File: config.mk
export PLATFORM = sky130hd
export DESIGN_NAME = ysyx_2022040010_axi_arb
export DESIGN_NICKNAME = d
export VERILOG_FILES = /design/src/rtl/ysyx_2022040010_axi_arb.sv
export SDC_FILE = /design/constraint.sdc
export NUM_CORES = 1
export LEC_CHECK = 0
export BUFFER_PORTS_ARGS = -buffer_cell sky130_fd_sc_hd__buf_4
export CORE_AREA = 10 10 205 207
export DETAILED_ROUTE_END_ITERATION = 8
export DIE_AREA = 0 0 215 217
export HOLD_SLACK_MARGIN = 0.12
export PLACE_DENSITY = 0.62
export SETUP_SLACK_MARGIN = 0.15
export SLEW_MARGIN = 15
export SYNTH_ARGS = -nofsm -noshare
export SYNTH_HDL_FRONTEND = slang
export SYNTH_SLANG_ARGS = --single-unit
File: constraint.sdc
create_clock -name clk -period 3.7 [get_ports clk]
set_input_delay 0 -clock clk [delete_from_list [all_inputs] [get_ports clk]]
set_output_delay 0 -clock clk [all_outputs]
set_load 0.05 [all_outputs]
File: src/rtl/ysyx_2022040010_axi_arb.sv
// Two-requester AXI4 single-beat arbiter: the instruction-fetch side (read-only) and the
// data side (read/write) share one master port, with round-robin grant when both are pending.
module ysyx_2022040010_axi_arb #(
  parameter int AW = 32,
  parameter int DW = 64
) (
  input  logic            clk,
  input  logic            rst,
  input  logic            if_req,
  input  logic [63:0]     if_addr,
  output logic            if_done,
  output logic [DW-1:0]   if_rdata,
  input  logic            d_req,
  input  logic            d_we,
  input  logic [63:0]     d_addr,
  input  logic [2:0]      d_size,
  input  logic [DW-1:0]   d_wdata,
  input  logic [DW/8-1:0] d_wstrb,
  output logic            d_done,
  output logic [DW-1:0]   d_rdata,
  output logic            ar_valid,
  input  logic            ar_ready,
  output logic [AW-1:0]   ar_addr,
  output logic [2:0]      ar_size,
  input  logic            r_valid,
  output logic            r_ready,
  input  logic [DW-1:0]   r_data,
  output logic            aw_valid,
  input  logic            aw_ready,
  output logic [AW-1:0]   aw_addr,
  output logic [2:0]      aw_size,
  output logic            w_valid,
  input  logic            w_ready,
  output logic [DW-1:0]   w_data,
  output logic [DW/8-1:0] w_strb,
  input  logic            b_valid,
  output logic            b_ready
);

  typedef enum logic [2:0] {IDLE, AR, R, AWW, B, RESP} state_t;

  state_t            state_q, state_d;
  logic              last_d_q, last_d_d;
  logic              gnt_d_q, gnt_d_d;
  logic              ar_valid_q, ar_valid_d;
  logic [AW-1:0]     ar_addr_q, ar_addr_d;
  logic [2:0]        ar_size_q, ar_size_d;
  logic              r_ready_q, r_ready_d;
  logic              aw_valid_q, aw_valid_d;
  logic [AW-1:0]     aw_addr_q, aw_addr_d;
  logic [2:0]        aw_size_q, aw_size_d;
  logic              w_valid_q, w_valid_d;
  logic [DW-1:0]     w_data_q, w_data_d;
  logic [DW/8-1:0]   w_strb_q, w_strb_d;
  logic              b_ready_q, b_ready_d;
  logic              aw_ok_q, aw_ok_d;
  logic              w_ok_q, w_ok_d;
  logic              if_done_q, if_done_d;
  logic              d_done_q, d_done_d;
  logic [DW-1:0]     if_rdata_q, if_rdata_d;
  logic [DW-1:0]     d_rdata_q, d_rdata_d;

  logic              pick_d;
  logic              aw_acc, w_acc;

  always_comb begin
    state_d    = state_q;
    last_d_d   = last_d_q;
    gnt_d_d    = gnt_d_q;
    ar_valid_d = ar_valid_q;
    ar_addr_d  = ar_addr_q;
    ar_size_d  = ar_size_q;
    r_ready_d  = r_ready_q;
    aw_valid_d = aw_valid_q;
    aw_addr_d  = aw_addr_q;
    aw_size_d  = aw_size_q;
    w_valid_d  = w_valid_q;
    w_data_d   = w_data_q;
    w_strb_d   = w_strb_q;
    b_ready_d  = b_ready_q;
    aw_ok_d    = aw_ok_q;
    w_ok_d     = w_ok_q;
    if_done_d  = 1'b0;
    d_done_d   = 1'b0;
    if_rdata_d = if_rdata_q;
    d_rdata_d  = d_rdata_q;
    // D wins when it is alone, or when both are pending and I went last.
    pick_d     = d_req && (!if_req || !last_d_q);
    aw_acc     = aw_ok_q || (aw_valid_q && aw_ready);
    w_acc      = w_ok_q || (w_valid_q && w_ready);

    case (state_q)
      IDLE: begin
        if (if_req || d_req) begin
          gnt_d_d  = pick_d;
          last_d_d = pick_d;
          if (pick_d && d_we) begin
            state_d    = AWW;
            aw_valid_d = 1'b1;
            w_valid_d  = 1'b1;
            aw_ok_d    = 1'b0;
            w_ok_d     = 1'b0;
            aw_addr_d  = d_addr[AW-1:0];
            aw_size_d  = d_size;
            w_data_d   = d_wdata;
            w_strb_d   = d_wstrb;
          end else begin
            state_d    = AR;
            ar_valid_d = 1'b1;
            ar_addr_d  = pick_d ? d_addr[AW-1:0] : if_addr[AW-1:0];
            ar_size_d  = pick_d ? d_size : 3'd2;
          end
        end
      end
      AR: begin
        if (ar_ready) begin
          ar_valid_d = 1'b0;
          r_ready_d  = 1'b1;
          state_d    = R;
        end
      end
      R: begin
        if (r_valid) begin
          r_ready_d = 1'b0;
          if (gnt_d_q) d_rdata_d = r_data;
          else         if_rdata_d = r_data;
          d_done_d  = gnt_d_q;
          if_done_d = !gnt_d_q;
          state_d   = RESP;
        end
      end
      AWW: begin
        // Address and data channels complete independently; leave once both are in.
        if (aw_valid_q && aw_ready) aw_valid_d = 1'b0;
        if (w_valid_q && w_ready)   w_valid_d  = 1'b0;
        aw_ok_d = aw_acc;
        w_ok_d  = w_acc;
        if (aw_acc && w_acc) begin
          b_ready_d = 1'b1;
          state_d   = B;
        end
      end
      B: begin
        if (b_valid) begin
          b_ready_d = 1'b0;
          d_done_d  = 1'b1;
          state_d   = RESP;
        end
      end
      RESP:    state_d = IDLE;
      default: state_d = IDLE;
    endcase
  end

  always_ff @(posedge clk) begin
    if (rst) begin
      state_q    <= IDLE;
      last_d_q   <= 1'b0;
      gnt_d_q    <= 1'b0;
      ar_valid_q <= 1'b0;
      ar_addr_q  <= '0;
      ar_size_q  <= '0;
      r_ready_q  <= 1'b0;
      aw_valid_q <= 1'b0;
      aw_addr_q  <= '0;
      aw_size_q  <= '0;
      w_valid_q  <= 1'b0;
      w_data_q   <= '0;
      w_strb_q   <= '0;
      b_ready_q  <= 1'b0;
      aw_ok_q    <= 1'b0;
      w_ok_q     <= 1'b0;
      if_done_q  <= 1'b0;
      d_done_q   <= 1'b0;
      if_rdata_q <= '0;
      d_rdata_q  <= '0;
    end else begin
      state_q    <= state_d;
      last_d_q   <= last_d_d;
      gnt_d_q    <= gnt_d_d;
      ar_valid_q <= ar_valid_d;
      ar_addr_q  <= ar_addr_d;
      ar_size_q  <= ar_size_d;
      r_ready_q  <= r_ready_d;
      aw_valid_q <= aw_valid_d;
      aw_addr_q  <= aw_addr_d;
      aw_size_q  <= aw_size_d;
      w_valid_q  <= w_valid_d;
      w_data_q   <= w_data_d;
      w_strb_q   <= w_strb_d;
      b_ready_q  <= b_ready_d;
      aw_ok_q    <= aw_ok_d;
      w_ok_q     <= w_ok_d;
      if_done_q  <= if_done_d;
      d_done_q   <= d_done_d;
      if_rdata_q <= if_rdata_d;
      d_rdata_q  <= d_rdata_d;
    end
  end

  assign if_done  = if_done_q;
  assign if_rdata = if_rdata_q;
  assign d_done   = d_done_q;
  assign d_rdata  = d_rdata_q;
  assign ar_valid = ar_valid_q;
  assign ar_addr  = ar_addr_q;
  assign ar_size  = ar_size_q;
  assign r_ready  = r_ready_q;
  assign aw_valid = aw_valid_q;
  assign aw_addr  = aw_addr_q;
  assign aw_size  = aw_size_q;
  assign w_valid  = w_valid_q;
  assign w_data   = w_data_q;
  assign w_strb   = w_strb_q;
  assign b_ready  = b_ready_q;

  // Only the low AW address bits reach the bus.
  if (AW < 64) begin : g_addr_hi
    logic unused_addr_hi;
    assign unused_addr_hi = ^{if_addr[63:AW], d_addr[63:AW]};
  end

endmodule

# Word level (Yosys, flattened, before mapping)
# Cells that the tools add are included.
# totals
out_inout_bits	277
input_bits	277
ff_bits	283
# op_classes
n_mux	32
n_reduce_logical	29
bitwise	4
eq_ne	13
# op_table
operator	count
32-bit two-way mux	1
3-bit AND reduction	7
3-bit two-way mux	6
2-bit inequality test (second input constant)	9
1-bit case mux with 2 select lines	8
1-bit two-way mux	15
3-bit case mux with 5 select lines	1
4-bit AND reduction	3
2-bit nonzero test	4
3-bit by 2-bit == test with 1-bit output (second input constant)	2
1-bit logical AND	5
5-bit AND reduction	1
1-bit logical OR	4
1-bit NOT	4
3-bit by 1-bit == test with 1-bit output (second input constant)	1
3-bit == test (second input constant)	1
3-bit logical NOT	1
3-bit OR reduction	1
1-bit logical NOT	2
2-bit two-way mux	1
2-bit AND reduction	1

# Longest topological paths before layout
# Gate-level depths: netlist of the first run.
# depth
ltp_word	7
mapped_depth	7
depth_no_buf	3

# Least setup slack after synthesis of the first run
# Ideal clock, no wire load.
# synth_path
path_kind	reg2reg
start	register state_q[2]
end	register ar_addr_q[0], in the netlist ar_addr[0]
t_arrival_ns	1.660
path_buffers	3
required_time_ns	3.621
setup_slack_ns	1.961
path_stages_with_launch	7
path_cell_list	dfxtp_1 -> buf_6 -> or3_1 -> clkbuf_2 -> a2111o_1 -> buf_6 -> o211ai_1
# synth_between
elab_chain_cells	2
# synth_rtl
element	line_no	text
from (decl)	42	state_t state_q, state_d;
from (signal assigned)	178	state_q <= state_d;
3-bit logical NOT	92	case (state_q)
3-bit AND reduction (no source line)	--	
to (signal assigned)	182	ar_addr_q <= ar_addr_d;
to (decl)	46	logic [AW-1:0] ar_addr_q, ar_addr_d;
# Every way passes these cells.
# A chain may end at the register's enable or synchronous reset.

==> flow_summary.yaml, run 1 <==
clock_network:
  clock_sink_count: 283
  post_cts_buffers: 0
  clock_insertion_delay_worst_skew_ns: 0.52
  clk_root_buffer_cell: "sky130_fd_sc_hd__clkbuf_16"
  worst_setup_hold_path_clk_slew_ns: 0.06
  htreeDepth: 2
  max-clock-path-buffers: 3
  tritoncts: "built"
  tritoncts.num_buffers: 35
grt:
  number_of_antenna_violations_at_the_first_check_in_global_routing: 3
  grt_start_max_net_pins: 140
  grt.overflow.total: 0
  grt_pass1_wl_um: 78800
  grt_usage_pct: 20.7
  vias_in_the_first_global_route: 13300
synthesis:
  syn-num-nets: 1668
  biggest_area_contributors_in_the_synthesized_netlist: "sky130_fd_sc_hd__dfxtp_1 48%, sky130_fd_sc_hd__a21oi_1 10%, sky130_fd_sc_hd__nand3_1 6.8%"
  ys_seq_elements: 283
  synth_top_cell_area_share_pct: 48.0
  synth_xor_area_share_pct: 0
  synth-edff-count: 0
  synth_simple_gate_area_share_pct: 15.5
  postSynth.topFlopCell: "sky130_fd_sc_hd__dfxtp_1"
  largest_family_of_logic_cells_by_synthesized_area: "compound AO/OA/AOI/OAI gates"
  synth_sequential_area_ratio_pct: 48.0
  synth.top_cells.by_count: "283 x sky130_fd_sc_hd__dfxtp_1, 240 x sky130_fd_sc_hd__a21oi_1, 166 x sky130_fd_sc_hd__clkbuf_1"
  post_synth_instance_area_mm2: 0.0118
  postSynthAreaPerCell_um2: 8.49
  synth.most_common_cell: "sky130_fd_sc_hd__dfxtp_1"
  synthAdderAreaFrac_pct: 0
  syn-instance-count: 1391
  synthDistinctLibCells: 42
  async_flop_share_pct: 0
  synth_top_cell_by_area: "sky130_fd_sc_hd__dfxtp_1"
  ys.warnings.count: 0
  synth_compound_gate_area_share_pct: 27.3
  synth.mux.area_fraction_pct: 2.88
sta:
  setup_viol_count_final: 0
  hold_viol_final: 0
  timing.slew.headroom_pct: 21.7
  timing.fmax_ghz: 0.398
  final.setup_skew_ns: 0.0106
  tightest_slew_ns: 1.17
  slew_viol_final: 0
  post-route-min-period_ns: 2.52
  grt_setup_unrepaired: "no"
  totalNegativeSetupSlack_ns: 0
  finalCritPeriodShare_pct: 68.0
setup_path:
  cp_num_buf_inv: 1
  timing.critical_path.fanout_max: 57
  slowest_stage: "sky130_fd_sc_hd__a21bo_4"
  startpoint_type: "flip-flop"
  worst-r2r-cell-count: 4
  ff2ff_setup_slack_ns: 1.18
  critPathArrivalTime_ns: 2.89
  path_depth: 4
  critical_path.startpoint: "gnt_d_q"
  worst-setup-path-type: "reg -> reg"
  rr_endpoint: "ar_addr[15]"
  crit_path_cell_trace: "a21bo_4, buf_4, mux2i_1, o211ai_1"
  worstReg2RegStart: "gnt_d_q"
  crit_path_end: "ar_addr[15]"
  critical_path.endpoint_type: "flip-flop"
  critPathRequiredTime_ns: 4.07
  cp_slowest_stage_delay_ns: 0.81
  crit_family: "compound AO/OA/AOI/OAI gates"
detailed_routing:
  postRouteAntennaNets: 0
  initialDrtViolationCount: 1380
  drt-wirelength-per-cell_um: 20.7
  drtPass1Iterations: 5
  vias: 13600
  finalWirelength_um: 52200
  drcViolationCount: 0
  routed_via_density: 5.40
floorplan:
  ios: 554
  die_h_um: 217
  floorplan.initialDensity_pct: 31.0
  floorplan.core_area_mm2: 0.0381
  chipWidth_um: 215
  dieArea_mm2: 0.0467
  core.rowCount: 72
placement:
  io_buffer_count: 489
  global_placement_routability_congestion: 0.829
  hpwlAfterDp_um: 32700
finish:
  post_route_cells_drive_above_1_share_pct: 29.1
  utilization_pct: 49.8
  areaGrowthSynthToFinish_pct: 60.7
  final_net_count: 2251
outcome:
  status: "finished, final reports clean"
power_and_ir_drop:
  static-leakage-power_nw: 7.52
  pd_cells_mw_per_mm2: 503
  irDropWorstVdd_uv: 360
run:
  max-cap-violations: 0
min_path:
  worstHoldPathType: "in -> reg"
[cell type report]
type / instances / area, µm²
antenna: 3 / 7.51
clock buffer: 51 / 1050
clock inverter: 6 / 41.3
fill: 3525 / 19100
inverter: 6 / 25.0
multi-input combinational: 920 / 5450
sequential: 283 / 5670
tap: 518 / 648
timing repair buffer: 728 / 6090
[placed cells by master (no fill, tap or decap), types with 3 or more instances in the layout]
cell,n
sky130_fd_sc_hd__o211ai_1,32
sky130_fd_sc_hd__o21ai_0,160
sky130_fd_sc_hd__diode_2,3
sky130_fd_sc_hd__clkinv_2,5
sky130_fd_sc_hd__dfxtp_1,282
sky130_fd_sc_hd__o21a_1,3
sky130_fd_sc_hd__o32ai_1,4
sky130_fd_sc_hd__nor2b_1,34
sky130_fd_sc_hd__buf_12,5
sky130_fd_sc_hd__nand4_1,105
sky130_fd_sc_hd__buf_4,508
sky130_fd_sc_hd__clkbuf_1,7
sky130_fd_sc_hd__nand2_1,5
sky130_fd_sc_hd__clkbuf_16,37
sky130_fd_sc_hd__nand3_1,161
sky130_fd_sc_hd__inv_1,4
sky130_fd_sc_hd__o31ai_1,105
sky130_fd_sc_hd__nor3_1,6
sky130_fd_sc_hd__mux2i_1,34
sky130_fd_sc_hd__clkbuf_8,8
sky130_fd_sc_hd__dlygate4sd3_1,213
sky130_fd_sc_hd__a21oi_1,240
[kinds of logic (layout without fill, tap and decap cells)]
| kind of cell | count (synthesis) | after routing |
|---|---|---|
| AOI/OAI and AO/OA | 560 | 560 |
| buffers and inverters | 188 | 791 |
| DFF | 283 | 283 |
| muxes | 34 | 34 |
| other | 0 | 3 |
| and+or+nand+nor | 326 | 326 |
[power by group]
part | internal (W) | total [W] | switching, W | leakage [nW]
Combinational | 0.000912 | 0.00285 | 0.00194 | 4.69
Sequential | 0.00326 | 0.00340 | 0.000140 | 2.30
Clock | 0.00196 | 0.00329 | 0.00133 | 0.533
[registers in the layout, indices dropped and copies added (netlist names), 3 cells and up]
| name | cells |
|---|---|
| ar_addr | 32 |
| state_q | 3 |
| aw_size | 3 |
| w_data | 64 |
| w_strb | 8 |
| d_rdata | 64 |
| aw_addr | 32 |
| ar_size | 3 |
| if_rdata | 64 |
[how the worst min path moves through the flow]
stage / start / endpoint / slack [ns] / depth (start not counted)
after floorplan: if_req / gnt_d_q / 0.12 / 1
after global placement: if_req / gnt_d_q / 0.26 / 2
after detailed placement: if_req / gnt_d_q / 0.27 / 2
after CTS: rst / r_ready / 0.17 / 2
after global routing: rst / r_ready / 0.26 / 2
final: rst / r_ready / 0.23 / 2
[per-stage QoR]
step / instance area (µm²) / cells / power [W] / hold WS (ns) / setup WS [ns]
floorplan: 11800 / 1391 / 0.00512 / 0.116 / 1.96
global placement: 15700 / 2241 / 0.00604 / 0.262 / 1.26
detailed placement: 15700 / 2241 / 0.00607 / 0.271 / 1.22
CTS: 18900 / 2511 / 0.00958 / 0.171 / 1.13
global route: 19000 / 2515 / 0.00991 / 0.264 / 1.07
finish: 19000 / 2515 / 0.00954 / 0.227 / 1.18
[worst reg2reg max path, stage by stage (launching register included)]
cell and delay [ns]:
sky130_fd_sc_hd__dfxtp_4 0.52, sky130_fd_sc_hd__a21bo_4 0.81, sky130_fd_sc_hd__buf_4 0.62, sky130_fd_sc_hd__mux2i_1 0.32, sky130_fd_sc_hd__o211ai_1 0.11
[routing by layer]
layer	track usage [%]	vias to the layer above	part of all wire [%]
met2	34.7	563	49
li1	-	6380	-
met4	8.68	0	3.6
met3	5.73	109	7.9
met5	0	-	0
met1	24.5	6532	39
[what timing repair did]
action | 4_1_cts | 5_1_grt
resized for setup | 0 | 0
setup endpoints to repair | 0 | 0
hold buffers | 213 | 0
endpoints found under the hold margin | 281 | 0
Power figures use the tool's default switching activity.
==> run 2: changes to the inputs <==
--- a/config.mk
+++ b/config.mk
@@ -6,11 +6,11 @@
 export NUM_CORES = 1
 export LEC_CHECK = 0
 export BUFFER_PORTS_ARGS = -buffer_cell sky130_fd_sc_hd__buf_4
-export CORE_AREA = 10 10 205 207
+export CORE_AREA = 10 10 206 208
 export DETAILED_ROUTE_END_ITERATION = 8
-export DIE_AREA = 0 0 215 217
+export DIE_AREA = 0 0 216 218
 export HOLD_SLACK_MARGIN = 0.12
-export PLACE_DENSITY = 0.62
+export PLACE_DENSITY = 0.64
 export SETUP_SLACK_MARGIN = 0.15
 export SLEW_MARGIN = 15
 export SYNTH_ARGS = -nofsm -noshare
==> constraint.sdc (replaced) <==
create_clock -name clk -period 2.2 [get_ports clk]
set_input_delay 0 -clock clk [delete_from_list [all_inputs] [get_ports clk]]
set_output_delay 0 -clock clk [all_outputs]
set_load 0.05 [all_outputs]
==> run 2 against run 1 <==
Setup slack worse by 0.97 ns. Clock skew up 0.0062 ns. Clock power grew 78%. Hold slack improved by 0.073 ns. Critical path depth up 2. Count of clock-buffer cells in the layout is 6 higher. Sequential cell count unchanged. Utilization up 0.78 points. Combinational power is 76% higher. Register-to-register slack worse by 0.97 ns. Critical endpoint is now gnt_d_q.
==> flow_summary.yaml, run 2 (synthesized netlist as in run 1, its figures left out) <==
outcome:
  status: "finished, final reports clean"
placement:
  numPlacedInstances: 2250
  io_buffer_count: 489
  hpwlAfterDp_um: 32200
  dpl_cell_area_mm2: 0.0159
  global_placement_routability_congestion: 0.823
detailed_routing:
  top_layer: "met4"
  postRouteAntennaNets: 0
  drtPass1Iterations: 5
  drt-wirelength-per-cell_um: 20.7
  finalWirelength_um: 52300
  routed_via_density: 5.43
  detailroute.wirelength.met3_um: 4020
  wl_met1_um: 20700
  vias: 13800
  drcViolationCount: 0
  route.met2.wl_um: 25300
  initialDrtViolationCount: 1462
setup_path:
  crit_family: "buffers and inverters"
  cp_slowest_stage_delay_ns: 0.57
  timing.critical_path.fanout_max: 10
  startpoint_type: "flip-flop"
  slowest_stage: "sky130_fd_sc_hd__dlygate4sd3_1"
  critPathArrivalTime_ns: 2.44
  critical_path.endpoint_type: "flip-flop"
  worst-setup-path-type: "reg -> reg"
  cp_num_buf_inv: 3
  critPathRequiredTime_ns: 2.65
  crit_path_cell_trace: "buf_4, nor3_4, buf_12, a21oi_1, a311oi_1, dlygate4sd3_1"
sta:
  timing.slew.headroom_pct: 48.9
  slew_viol_final: 0
  final.setup_skew_ns: 0.0168
  whs_ns: 0.300
  hold_viol_final: 0
  setup_viol_count_final: 0
  totalNegativeSetupSlack_ns: 0
  timing.fmax_ghz: 0.503
  finalCritPeriodShare_pct: 90.4
  post-route-min-period_ns: 1.99
  grt_setup_unrepaired: "no"
  tightest_slew_ns: 0.767
finish:
  final_net_count: 2265
  areaGrowthSynthToFinish_pct: 64.0
  post_route_cells_drive_above_1_share_pct: 29.6
  num-fill-cells: 3417
  layout.cells.non_filler: 2534
  final_common_cell: "sky130_fd_sc_hd__buf_4"
  register_area_mm2: 0.00567
  final_design_area_excluding_fillers_mm2: 0.0194
  multiInputGateArea_mm2: 0.00545
  layout.cells.most_common_list: "506 x sky130_fd_sc_hd__buf_4, 282 x sky130_fd_sc_hd__dfxtp_1, 240 x sky130_fd_sc_hd__a21oi_1"
grt:
  grt.overflow.total: 0
  grt_pass1_wl_um: 78700
  grt_usage_pct: 20.3
  number_of_antenna_violations_at_the_first_check_in_global_routing: 2
  grt_start_max_net_pins: 132
  vias_in_the_first_global_route: 13400
power_and_ir_drop:
  pd_cells_mw_per_mm2: 856
  p_total_w: 0.0166
  static-leakage-power_nw: 7.70
  irDropWorstVdd_uv: 619
clock_network:
  tritoncts: "built"
  htreeDepth: 2
  worst_setup_hold_path_clk_slew_ns: 0.06
  max-clock-path-buffers: 3
  clk_root_buffer_cell: "sky130_fd_sc_hd__clkbuf_16"
  clock_sink_count: 283
  tritoncts.num_buffers: 34
  clock_insertion_delay_worst_skew_ns: 0.53
floorplan:
  dieArea_mm2: 0.0471
  floorplan.core_area_mm2: 0.0383
  core.rowCount: 72
  ios: 554
  die_h_um: 218
  chipWidth_um: 216
  floorplan.initialDensity_pct: 30.8
run:
  max-cap-violations: 0
min_path:
  worstHoldPathType: "in -> reg"
[run 2: final timing paths]
check	startpoint	to	slack (ns)	depth (start not counted)
min reg2reg	aw_size[2]	aw_size[2]	0.47	2
max reg2reg	state_q[0]	gnt_d_q	0.21	6
min	d_wdata[31]	w_data[31]	0.30	4
max	state_q[0]	gnt_d_q	0.21	6
[run 2: power by group]
group | internal (W) | total, W | switching (W)
sequential | 0.00549 | 0.00569 | 0.000205
combinational | 0.00167 | 0.00501 | 0.00335
clock | 0.00362 | 0.00587 | 0.00226
total | 0.0108 | 0.0166 | 0.00581
[run 2: worst reg2reg max path: cells and delay by family, from the launching register on]
kind	cells	cell delay, ns
buffers and inverters	3	0.96
flip-flops	1	0.38
AO/OA/AOI/OAI	2	0.31
AND/OR/NAND/NOR	1	0.27
[run 2: metrics by stage]
step	utilization [%]	setup slack (ns)
after floorplan	-	0.461
after global placement	41.7	0.415
after detailed placement	41.7	0.369
after CTS	50.4	0.240
after global routing	50.6	0.148
final	50.6	0.211
[run 2: timing repair]
action | in CTS | in global routing
endpoints found under the hold margin | 281 | 0
hold buffers | 216 | 0
resized for setup | 0 | 0
endpoints found under the setup margin | 0 | 1
setup buffers | 0 | 2
[run 2: per-layer routing]
layer	global-route usage, %	vias up
met5	0	-
met4	9.88	0
met3	5.21	144
met2	33.3	631
met1	24.3	6589
li1	-	6403
[run 2: final cells by class]
cell class | count | share of cell area [%]
Timing Repair Buffer | 743 | 33.0
Sequential cell | 283 | 29.3
Multi-Input combinational cell | 920 | 28.1
Clock buffer | 57 | 5.84
Tap cell | 518 | 3.35
Clock inverter | 5 | 0.271
Inverter | 6 | 0.129
Antenna cell | 2 | 0.0258
==> run 3: changes to the inputs <==
==> constraint.sdc (replaced) <==
create_clock -name clk -period 1.67 [get_ports clk]
set_input_delay 0 -clock clk [delete_from_list [all_inputs] [get_ports clk]]
set_output_delay 0 -clock clk [all_outputs]
set_load 0.05 [all_outputs]
==> run 3 against run 2 <==
The flow now finishes with violations (negative setup slack). Via count is 4.8% higher. Final cell count up 2.2%. Highest routed layer unchanged. Count of clock-buffer cells in the layout down 7. Register-to-register slack lost 0.24 ns. Setup slack worse by 0.24 ns. Sequential power rose by 32%. Hold slack got worse by 0.012 ns.
==> flow_summary.yaml, run 3 (synthesized netlist as in run 1, its figures left out) <==
setup_path:
  timing.critical_path.fanout_max: 8
  critPathArrivalTime_ns: 2.15
  ff2ff_setup_slack_ns: -0.03
  critPathRequiredTime_ns: 2.12
  critical_path.endpoint_type: "flip-flop"
  cp_slowest_stage_delay_ns: 0.41
  worst-r2r-cell-count: 7
  worstReg2RegStart: "state_q[2]"
  slowest_stage: "sky130_fd_sc_hd__and4bb_4"
  worst-setup-path-type: "reg -> reg"
  critical_path.startpoint: "state_q[2]"
  rr_endpoint: "if_rdata[34]"
  most_frequent_cp_cell: "sky130_fd_sc_hd__buf_12"
  crit_family: "buffers and inverters"
  crit_path_end: "if_rdata[34]"
  crit_path_cell_trace: "buf_6, and4bb_4, buf_12, clkbuf_16, buf_12, nand3_1, a21oi_1"
  startpoint_type: "flip-flop"
  path_depth: 7
  cp_num_buf_inv: 4
clock_network:
  clk_root_buffer_cell: "sky130_fd_sc_hd__clkbuf_16"
  htreeDepth: 2
  tritoncts: "built"
  clock_insertion_delay_worst_skew_ns: 0.55
  worst_setup_hold_path_clk_slew_ns: 0.06
  tritoncts.num_buffers: 34
  clock_sink_count: 283
  max-clock-path-buffers: 3
detailed_routing:
  drcViolationCount: 0
  postRouteAntennaNets: 0
  drtPass1Iterations: 5
  drt-wirelength-per-cell_um: 23.2
  routed_via_density: 5.57
  vias: 14400
  finalWirelength_um: 60200
  initialDrtViolationCount: 1293
power_and_ir_drop:
  static-leakage-power_nw: 8.23
  irDropWorstVdd_uv: 863
  pd_cells_mw_per_mm2: 1070
grt:
  grt_start_max_net_pins: 135
  grt_usage_pct: 21.9
  number_of_antenna_violations_at_the_first_check_in_global_routing: 4
  vias_in_the_first_global_route: 13800
  grt.overflow.total: 0
  grt_pass1_wl_um: 83600
placement:
  io_buffer_count: 489
  pre_cts_ws_ns: 0.0283
  hpwlAfterDp_um: 35000
  global_placement_routability_congestion: 0.842
  dpl_cell_area_mm2: 0.0162
floorplan:
  chipWidth_um: 216
  die_h_um: 218
  floorplan.initialDensity_pct: 30.8
  dieArea_mm2: 0.0471
  core.rowCount: 72
  floorplan.core_area_mm2: 0.0383
  ios: 554
finish:
  final_common_cell: "sky130_fd_sc_hd__buf_4"
  final_design_area_excluding_fillers_mm2: 0.0215
  final_net_count: 2323
  areaGrowthSynthToFinish_pct: 81.7
  post_route_cells_drive_above_1_share_pct: 39.8
  layout.cells.most_common_list: "511 x sky130_fd_sc_hd__buf_4, 279 x sky130_fd_sc_hd__dfxtp_1, 212 x sky130_fd_sc_hd__dlygate4sd3_1"
outcome:
  status: "finished with violations"
  failing_checks: "negative setup slack"
sta:
  grt_setup_unrepaired: "yes"
  slew_viol_final: 0
  tightest_slew_ns: 0.786
  timing.fmax_ghz: 0.588
  setup_viol_count_final: 2
  whs_ns: 0.288
  timing.slew.headroom_pct: 47.6
  setup_ws_ns: -0.0316
  totalNegativeSetupSlack_ns: -0.0609
  final.setup_skew_ns: 0.0273
  post-route-min-period_ns: 1.70
  finalCritPeriodShare_pct: 102
  hold_viol_final: 0
run:
  max-cap-violations: 0
min_path:
  worstHoldPathType: "in -> reg"
  worstHoldPathCells: 4
run 3: changes by cell type in the layout (fill, tap and decap cells not counted), moves of 18 or more:
cell                      delta
sky130_fd_sc_hd__a21oi_2    +61
sky130_fd_sc_hd__buf_6      +19
sky130_fd_sc_hd__a21oi_1    -61
sky130_fd_sc_hd__nand3_1    -60
sky130_fd_sc_hd__nand3_4    +42
sky130_fd_sc_hd__o21ai_2    +24
sky130_fd_sc_hd__o21ai_0    -54
sky130_fd_sc_hd__o21ai_1    +28
sky130_fd_sc_hd__nand3_2    +18
run 3: per-stage QoR:
stage	utilization, %	total power (W)	instances
final	56.0	0.0229	2590
after floorplan	-	0.0115	1391
after global placement	42.3	0.0138	2270
after global routing	56.0	0.0238	2590
after detailed placement	42.3	0.0138	2270
after CTS	51.2	0.0219	2550
run 3: final cells by class:
type	count	area [µm²]
multi-input cells	921	6550
flip-flops and latches	283	5680
clock buffers	50	1000
diodes	4	10.0
inverters	6	25.0
repair buffers	800	7450
well taps	518	648
clock inverters	8	90.1
fillers	3156	16800
run 3: worst min path at each step:
stage                      from          to
CTS                 d_wdata[43]  w_data[43]
detailed placement  d_wdata[40]  w_data[40]
global placement    d_wdata[13]  w_data[13]
global route        d_wdata[43]  w_data[43]
floorplan                if_req     gnt_d_q
finish              d_wdata[43]  w_data[43]
run 3: report_power, final:
group          leakage [nW]  switching (W)  internal [W]  total (W)
clock network         0.535        0.00300       0.00432    0.00733
logic                  5.40        0.00508       0.00300    0.00807
registers              2.30       0.000296       0.00723    0.00753
run 3: layer usage:
layer	wire length (µm)	GRT usage, %	share of wire [%]	up-vias
met1	24100	26.8	40	6993
li1	-	-	-	6552
met2	28400	34.7	47	742
met3	5490	7.84	9.1	147
met4	2230	7.95	3.7	0
met5	0	0	0	-
run 3: timing repair:
| action | CTS | global route |
|---|---|---|
| resized for setup | 11 | 288 |
| endpoints found under the setup margin | 222 | 269 |
| setup buffers | 7 | 10 |
| pin swaps | 3 | 142 |
| hold buffers | 212 | 0 |
| gates cloned | 3 | 26 |
| endpoints found under the hold margin | 281 | 0 |
run 3: tightest hold or removal path, cell delays in order:
cell and delay, ns:
sky130_fd_sc_hd__dlygate4sd3_1 0.53, sky130_fd_sc_hd__buf_4 0.13, sky130_fd_sc_hd__nand4_1 0.06, sky130_fd_sc_hd__a21oi_1 0.06
